[src/rtl/decode_dispatch_scheduler.sv]
// Decode-stage dispatch scheduler: round-robin grant among format decoders
// into a small in-order FIFO, with the head issued to its functional unit.
//
// Handshakes (valid/ready): a decoder packet transfers on the edge where
// dec_valid_i[k] and dec_grant_o[k] are both 1; a FIFO head transfers on
// the edge where issue_valid_o and unit_ready_i[issue_unit_o] are both 1.
// A valid source holds its data stable until it transfers; the ready side
// may change freely and never depends on the source's valid in a loop.
module decode_dispatch_scheduler #(
    parameter int num_decoders  = 4,
    parameter int payload_width = 23,
    parameter int unit_width    = 3,
    parameter int num_units     = 5,
    parameter int fifo_depth    = 4
) (
    input  logic                                  clock_i,
    input  logic                                  reset_i,
    input  logic [num_decoders-1:0]               dec_valid_i,
    input  logic [num_decoders*payload_width-1:0] dec_payload_i,
    input  logic [num_decoders*unit_width-1:0]    dec_unit_i,
    output logic [num_decoders-1:0]               dec_grant_o,
    output logic                                  stall_o,
    output logic                                  issue_valid_o,
    output logic [payload_width-1:0]              issue_payload_o,
    output logic [unit_width-1:0]                 issue_unit_o,
    input  logic [num_units-1:0]                  unit_ready_i,
    output logic                                  err_o,
    output logic [$clog2(fifo_depth):0]           count_o
);

    localparam int aw = $clog2(fifo_depth);
    localparam int cw = aw + 1;
    localparam int rw = (num_decoders > 1) ? $clog2(num_decoders) : 1;

    logic [payload_width-1:0] payload_mem [fifo_depth];
    logic [unit_width-1:0]    unit_mem    [fifo_depth];
    logic [aw-1:0]            head;
    logic [aw-1:0]            tail;
    logic [cw-1:0]            count;
    logic [rw-1:0]            rr_ptr;

    logic                     non_empty;
    logic                     code_ok;
    logic                     sel_ready;
    logic                     pop;
    logic                     drop;
    logic                     deq;
    logic                     push_en;
    logic                     found;
    logic                     push;
    logic [rw-1:0]            winner;
    logic [rw-1:0]            rr_next;
    logic [cw-1:0]            count_next;
    logic [payload_width-1:0] win_payload;
    logic [unit_width-1:0]    win_unit;

    assign count_o         = count;
    assign issue_payload_o = payload_mem[head];
    assign issue_unit_o    = unit_mem[head];

    // Head qualification: valid code issues on its unit's ready, an invalid code is dropped.
    always_comb begin
        non_empty = (count != '0);
        code_ok   = ({1'b0, issue_unit_o} < (unit_width + 1)'(num_units));
        sel_ready = 1'b0;
        for (int u = 0; u < num_units; u++) begin
            if (issue_unit_o == unit_width'(u)) begin
                sel_ready = unit_ready_i[u];
            end
        end
        issue_valid_o = non_empty && code_ok;
        pop           = issue_valid_o && sel_ready;
        drop          = non_empty && !code_ok;
        deq           = pop || drop;
        push_en       = (count < cw'(fifo_depth)) || deq;
    end

    // Round-robin search starting at rr_ptr; grant only when the FIFO can take the packet.
    always_comb begin
        found  = 1'b0;
        winner = '0;
        for (int i = 0; i < num_decoders; i++) begin
            if (!found && dec_valid_i[(int'(rr_ptr) + i) % num_decoders]) begin
                found  = 1'b1;
                winner = rw'((int'(rr_ptr) + i) % num_decoders);
            end
        end
        push        = found && push_en && !reset_i;
        dec_grant_o = '0;
        if (push) begin
            dec_grant_o[winner] = 1'b1;
        end
        rr_next     = (winner == rw'(num_decoders - 1)) ? '0 : winner + 1'b1;
        win_payload = dec_payload_i[int'(winner)*payload_width +: payload_width];
        win_unit    = dec_unit_i[int'(winner)*unit_width +: unit_width];
        count_next  = count + cw'(push) - cw'(deq);
    end

    // Packet storage: written at the tail on a grant; contents need no reset.
    always_ff @(posedge clock_i) begin
        if (push) begin
            payload_mem[tail] <= win_payload;
            unit_mem[tail]    <= win_unit;
        end
    end

    // Pointers, occupancy, arbitration pointer and registered status flags.
    always_ff @(posedge clock_i) begin
        if (reset_i) begin
            head    <= '0;
            tail    <= '0;
            count   <= '0;
            rr_ptr  <= '0;
            stall_o <= 1'b0;
            err_o   <= 1'b0;
        end else begin
            if (push) begin
                tail   <= tail + 1'b1;
                rr_ptr <= rr_next;
            end
            if (deq) begin
                head <= head + 1'b1;
            end
            count   <= count_next;
            stall_o <= (count_next == cw'(fifo_depth));
            err_o   <= drop;
        end
    end

endmodule

[config.mk]
export PLATFORM = sky130hd
export DESIGN_NAME = decode_dispatch_scheduler
export DESIGN_NICKNAME = d
export VERILOG_FILES = /design/src/rtl/decode_dispatch_scheduler.sv
export SDC_FILE = /design/constraint.sdc
export NUM_CORES = 1
export LEC_CHECK = 0
export ABC_AREA = 0
export CELL_PAD_IN_SITES_DETAIL_PLACEMENT = 1
export CELL_PAD_IN_SITES_GLOBAL_PLACEMENT = 1
export CORE_MARGIN = 2
export CORE_UTILIZATION = 40
export CTS_CLUSTER_SIZE = 40
export DETAILED_ROUTE_END_ITERATION = 6
export DONT_BUFFER_PORTS = 1
export GPL_ROUTABILITY_DRIVEN = 0
export PLACE_DENSITY = 0.61
export SYNTH_ARGS = -nofsm -noshare
export SYNTH_HDL_FRONTEND = slang
export SYNTH_SLANG_ARGS = --single-unit
[constraint.sdc]
create_clock -name clock_i -period 3.4 [get_ports clock_i]
set_input_delay 0.51 -clock clock_i [delete_from_list [all_inputs] [get_ports clock_i]]
set_output_delay 0.51 -clock clock_i [all_outputs]
set_load 0.02 [all_outputs]
=== After elaboration in Yosys (flattened, before gate mapping) ===
Memories as Yosys holds them, arrays and structs flattened. A register that Yosys moved wholly into a read port is not among the register bits.
Cells that the tools add are included.

* Register bits after elaboration: 11
* Bits in writable memories: 104
* Output and inout bits: 36
* Memories kept: 2

* $add $sub $neg: 8
* Multiply operators: 2
* Order comparisons: 8
* Eq/ne operators: 6
* Shift operators: 2
* Muxes and demuxes: 34
* Bitwise gates (word level): 3
* Reduce and logical (&&, ||, !) cells: 21

{| class="wikitable"
|+ Memory list
! name !! depth !! bits a word !! rd ports !! clocked after Yosys merged registers in !! write ports !! RTL line !! source
|-
| payload_mem || 4 || 23 || 1 || 1 || 1 || 35 || <nowiki>logic [payload_width-1:0] payload_mem [fifo_depth];</nowiki>
|-
| unit_mem || 4 || 3 || 1 || 1 || 1 || 36 || <nowiki>logic [unit_width-1:0] unit_mem [fifo_depth];</nowiki>
|}

{| class="wikitable"
|+ Operators by type and width
! operator !! count
|-
| $shiftx 92x8->23 || 1
|-
| $mux 1 || 19
|-
| $mux 2 || 9
|-
| $lt 3x4->1 const B || 3
|-
| $shiftx 12x5->3 || 1
|-
| $logic_and 1x1->1 || 9
|-
| $add 2x1->2 const B || 4
|-
| $bmux 1 s2 || 4
|-
| $mul 2x5->7 const B || 1
|-
| $eq 3x2->1 const B || 2
|-
| $eq 3x3->1 const B || 2
|-
| $lt 2x3->1 const B || 2
|-
| $lt 3x3->1 const B || 2
|-
| $reduce_or 2->1 || 3
|-
| $logic_not 1->1 || 5
|-
| $add 2x2->2 const B || 2
|-
| $mul 2x2->4 const B || 1
|-
| $mux 4 || 1
|-
| $add 3x1->3 || 1
|-
| $and 1x1->1 const A || 3
|-
| $eq 3x1->1 const B || 1
|-
| $logic_not 3->1 || 1
|-
| $reduce_bool 3->1 || 1
|-
| $sub 3x1->3 || 1
|-
| other kinds (4) || 5
|}

=== Logic depth before layout (Yosys ltp) ===
* Word-level depth: 19
* Depth in mapped cells: 14
* Depth with buffers taken out: 12

=== Worst setup path after synthesis ===
OpenSTA, ideal clock, no wires.

* Kind: flip-flop to flip-flop
* Start: register (tool-made name)
* End: register stall_o
* Setup time: 92 ps
* Arrival: 3119 ps
* Slack: 189 ps
* Stages on the path, launching flop included: 15
* Buffers on the path: 2
* Period minus slack after synthesis: 3211 ps
* Cell sequence: dfxtp_1 -> buf_6 -> mux4_2 -> mux2_4 -> or2_1 -> buf_6 -> a31o_4 -> inv_1 -> ha_1 -> inv_1 -> ha_1 -> fa_1 -> xnor2_1 -> xnor2_1 -> nor4_1

{| class="wikitable"
|+ RTL lines
! what !! RTL line !! source
|-
| to (signal assigned) || 125 || <nowiki>stall_o <= (count_next == cw'(fifo_depth));</nowiki>
|-
| to (decl) || 22 || <nowiki>output logic stall_o,</nowiki>
|}

==> flow_summary.yaml <==
routing:
  ant_nets: 0
  vias: 3000
  route.detailed.wl_per_inst_um: 21.3
  viasPerCell: 5.55
  drt_iter0_drc: 97
  drc: 0
  dr.pass1.iters: 4
  drt-total-wl_um: 11500
sta:
  timing.hold.ws_ps: 165
  rsz0062_at_grt: "false"
  setup_violations: 0
  fmax_mhz: 312
  slew_headroom_pct: 62.5
  worst_pin_slew_ps: 546
  post-route-period-util_pct: 94.3
  hold_viol_final: 0
  final-max-slew-violation-count: 0
  fin_tns_setup_ps: 0
  period_minus_slack_ps: 3210
  clock_skew_ps: 9.43
cts:
  clkTransAtPathRegs_ps: 60
  clockBufferDepth: 2
  cts_made_buffers: 17
  cts.sink_count: 117
  cts_tree: "built"
  cts-hold-fix-buffers: 0
  cts_max_level: 4
  clk_latency_ps: 410
  cts-root-buf: "clkbuf_16"
worst_setup_path:
  reg2regPathDepth: 12
  regToRegEndpoint: "stall_o"
  regToRegSetupSlack_ps: 190
  endpoint: "stall_o"
  crit_path_end_kind: "register"
  arrival_ps: 3520
  crit_path_max_fanout: 9
  startpoint_type: "register"
  crit_type: "register to register"
  required_ps: 3720
layout:
  multiInputGateArea_mm2: 0.00203
  drive_gt1_share_pct: 21.6
  area.sequential_mm2: 0.00339
  diodes: 0
  area_growth_pct: 16.0
  final_core_util_pct: 47.9
  fillers: 1285
  final_cell_count_no_fill: 541
  layout.nets: 479
run_status:
  status: "completed"
yosys:
  synthFlopType: "edfxtp_1"
  synth_nets: 466
  yosys.area.top_type: "edfxtp_1"
  yosysTopAreaCellShare_pct: 56.4
  avgSynthCellArea_um2: 16.3
  yosysSeqAreaShare_pct: 61.1
  synth_cell_type_count: 43
  synthTopCellsByArea: "edfxtp_1, mux2i_1, mux4_2"
  synthCells: 340
  ys_warn_count: 0
  async_flop_share_pct: 0
  synth_edf_count: 104
  ys_ff_latch: 117
  synth_area_mm2: 0.00554
floorplanning:
  core_area_mm2: 0.0134
  initial_core_util_pct: 41.3
  die-area_mm2: 0.0148
  dieHeight_um: 122
  ios: 151
  std_cell_rows: 42
  die_width_um: 122
placement:
  dp_hpwl_um: 7840
  io_buffers: 0
  placed_cells: 510
global_routing:
  grt_start_max_net_pins: 33
  antenna_found_initial: 0
  grtUsageTotal_pct: 16.2
  grt_pass1_wl_um: 17500
  overflow: 0
  grt_pass1_vias: 3261
worst_hold_path:
  min_path_type: "primary input to register"
pwr:
  p_per_area_mw_per_mm2: 1050
  ir_drop_mv: 0.400
  finalPower_mw: 6.73
  leakage_nw: 2.39
flow_run:
  max-cap-violations: 0
==> cell type report <==
type / count / share of cell area [%]
Inverter: 13 / 0.759
Sequential cell: 117 / 52.7
Tap cell: 176 / 3.43
Multi-Input combinational cell: 192 / 31.6
Clock buffer: 17 / 6.62
Clock inverter: 14 / 3.47
Timing Repair Buffer: 12 / 1.40
==> timing repair <==
action / in CTS / in global routing
buffers inserted: 0 / 0
endpoints found under the setup margin: 0 / 2
resized for setup: 0 / 2
==> how the worst min path moves through the flow <==
| stage | startpoint | end | slack [ps] | cells after the start |
|---|---|---|---|---|
| after floorplan | tail[1] | tail[1] | 500 | 2 |
| after global placement | tail[1] | tail[1] | 530 | 2 |
| after detailed placement | tail[1] | tail[1] | 550 | 2 |
| after CTS | reset_i | count_o[2] | 150 | 1 |
| after global routing | reset_i | err_o | 150 | 1 |
| final | reset_i | err_o | 170 | 1 |
==> metrics by stage <==
stage          instance area, um2  worst slack, ps
4_1_cts                      6420             76.9
6_report                     6420              195
5_1_grt                      6420             23.3
3_5_place_dp                 5770             96.6
3_3_place_gp                 5770              188
2_1_floorplan                5540              189
==> report_power, final <==
| part | total (mW) | switching [mW] | internal (mW) |
|---|---|---|---|
| Sequential | 2.44 | 0.190 | 2.25 |
| Clock | 1.96 | 0.653 | 1.30 |
| Combinational | 2.33 | 1.44 | 0.890 |
==> logic make-up (layout without fill, tap and decap cells) <==
family	Yosys count	in the layout	synth area share, %
adder cells (fa/ha/maj)	11	11	2.62
multiplexers	109	109	25.7
buffers and inverters	31	56	2.53
XOR/XNOR	2	2	0.316
AO/OA/AOI/OAI	23	23	3.14
flip-flops	117	117	61.1
AND/OR/NAND/NOR	47	47	4.56
==> layer usage <==
layer / global-route usage [%] / routed length (um) / vias up
li1: - / - / 1369
met1: 18.9 / 4710 / 1506
met2: 26.7 / 5740 / 113
met3: 7.02 / 922 / 12
met4: 5.82 / 159 / 0
met5: 0 / 0 / -
==> worst max-delay path, stage by stage, from the launching register on <==
cell and delay (ps):
dfxtp_4 400, mux4_2 640, nor4b_1 410, a21oi_1 130, a31o_4 290, inv_1 60, ha_1 110, inv_1 40
ha_1 180, fa_1 380, xnor2_1 150, xnor2_1 160, nor4_1 160
==> flip-flops by register name, indices dropped and copies added, names as in the netlist, named ones only <==
name / cells
payload_mem: 92
unit_mem: 12
count_o: 3
head: 2
rr_ptr: 2
tail: 2
err_o: 1
stall_o: 1
==> cell usage after synthesis (all sizes together) (3+ instances only) <==
cell	count
clkbuf	5
and2	8
mux4	26
inv	13
nor3	5
edfxtp	104
mux2	4
a21oi	4
nand2	3
mux2i	79
buf	13
nor2b	7
nor2	12
o211ai	3
ha	10
dfxtp	13
nand3	3
a21o	4
==> placed cells by master (no fill, tap or decap), types with 4 or more instances in the layout <==
cell type  instances
ha_1              10
a21oi_1            4
inv_6              4
mux4_2            26
edfxtp_1         104
nor3_1             5
and2_1             8
nor2b_1            7
nor2_1            12
clkbuf_16         17
bufinv_16          5
mux2i_1           79
a21o_1             4
dfxtp_1           12
buf_4             12
inv_1             12
No activity file was read; power rests on OpenSTA's default activity.
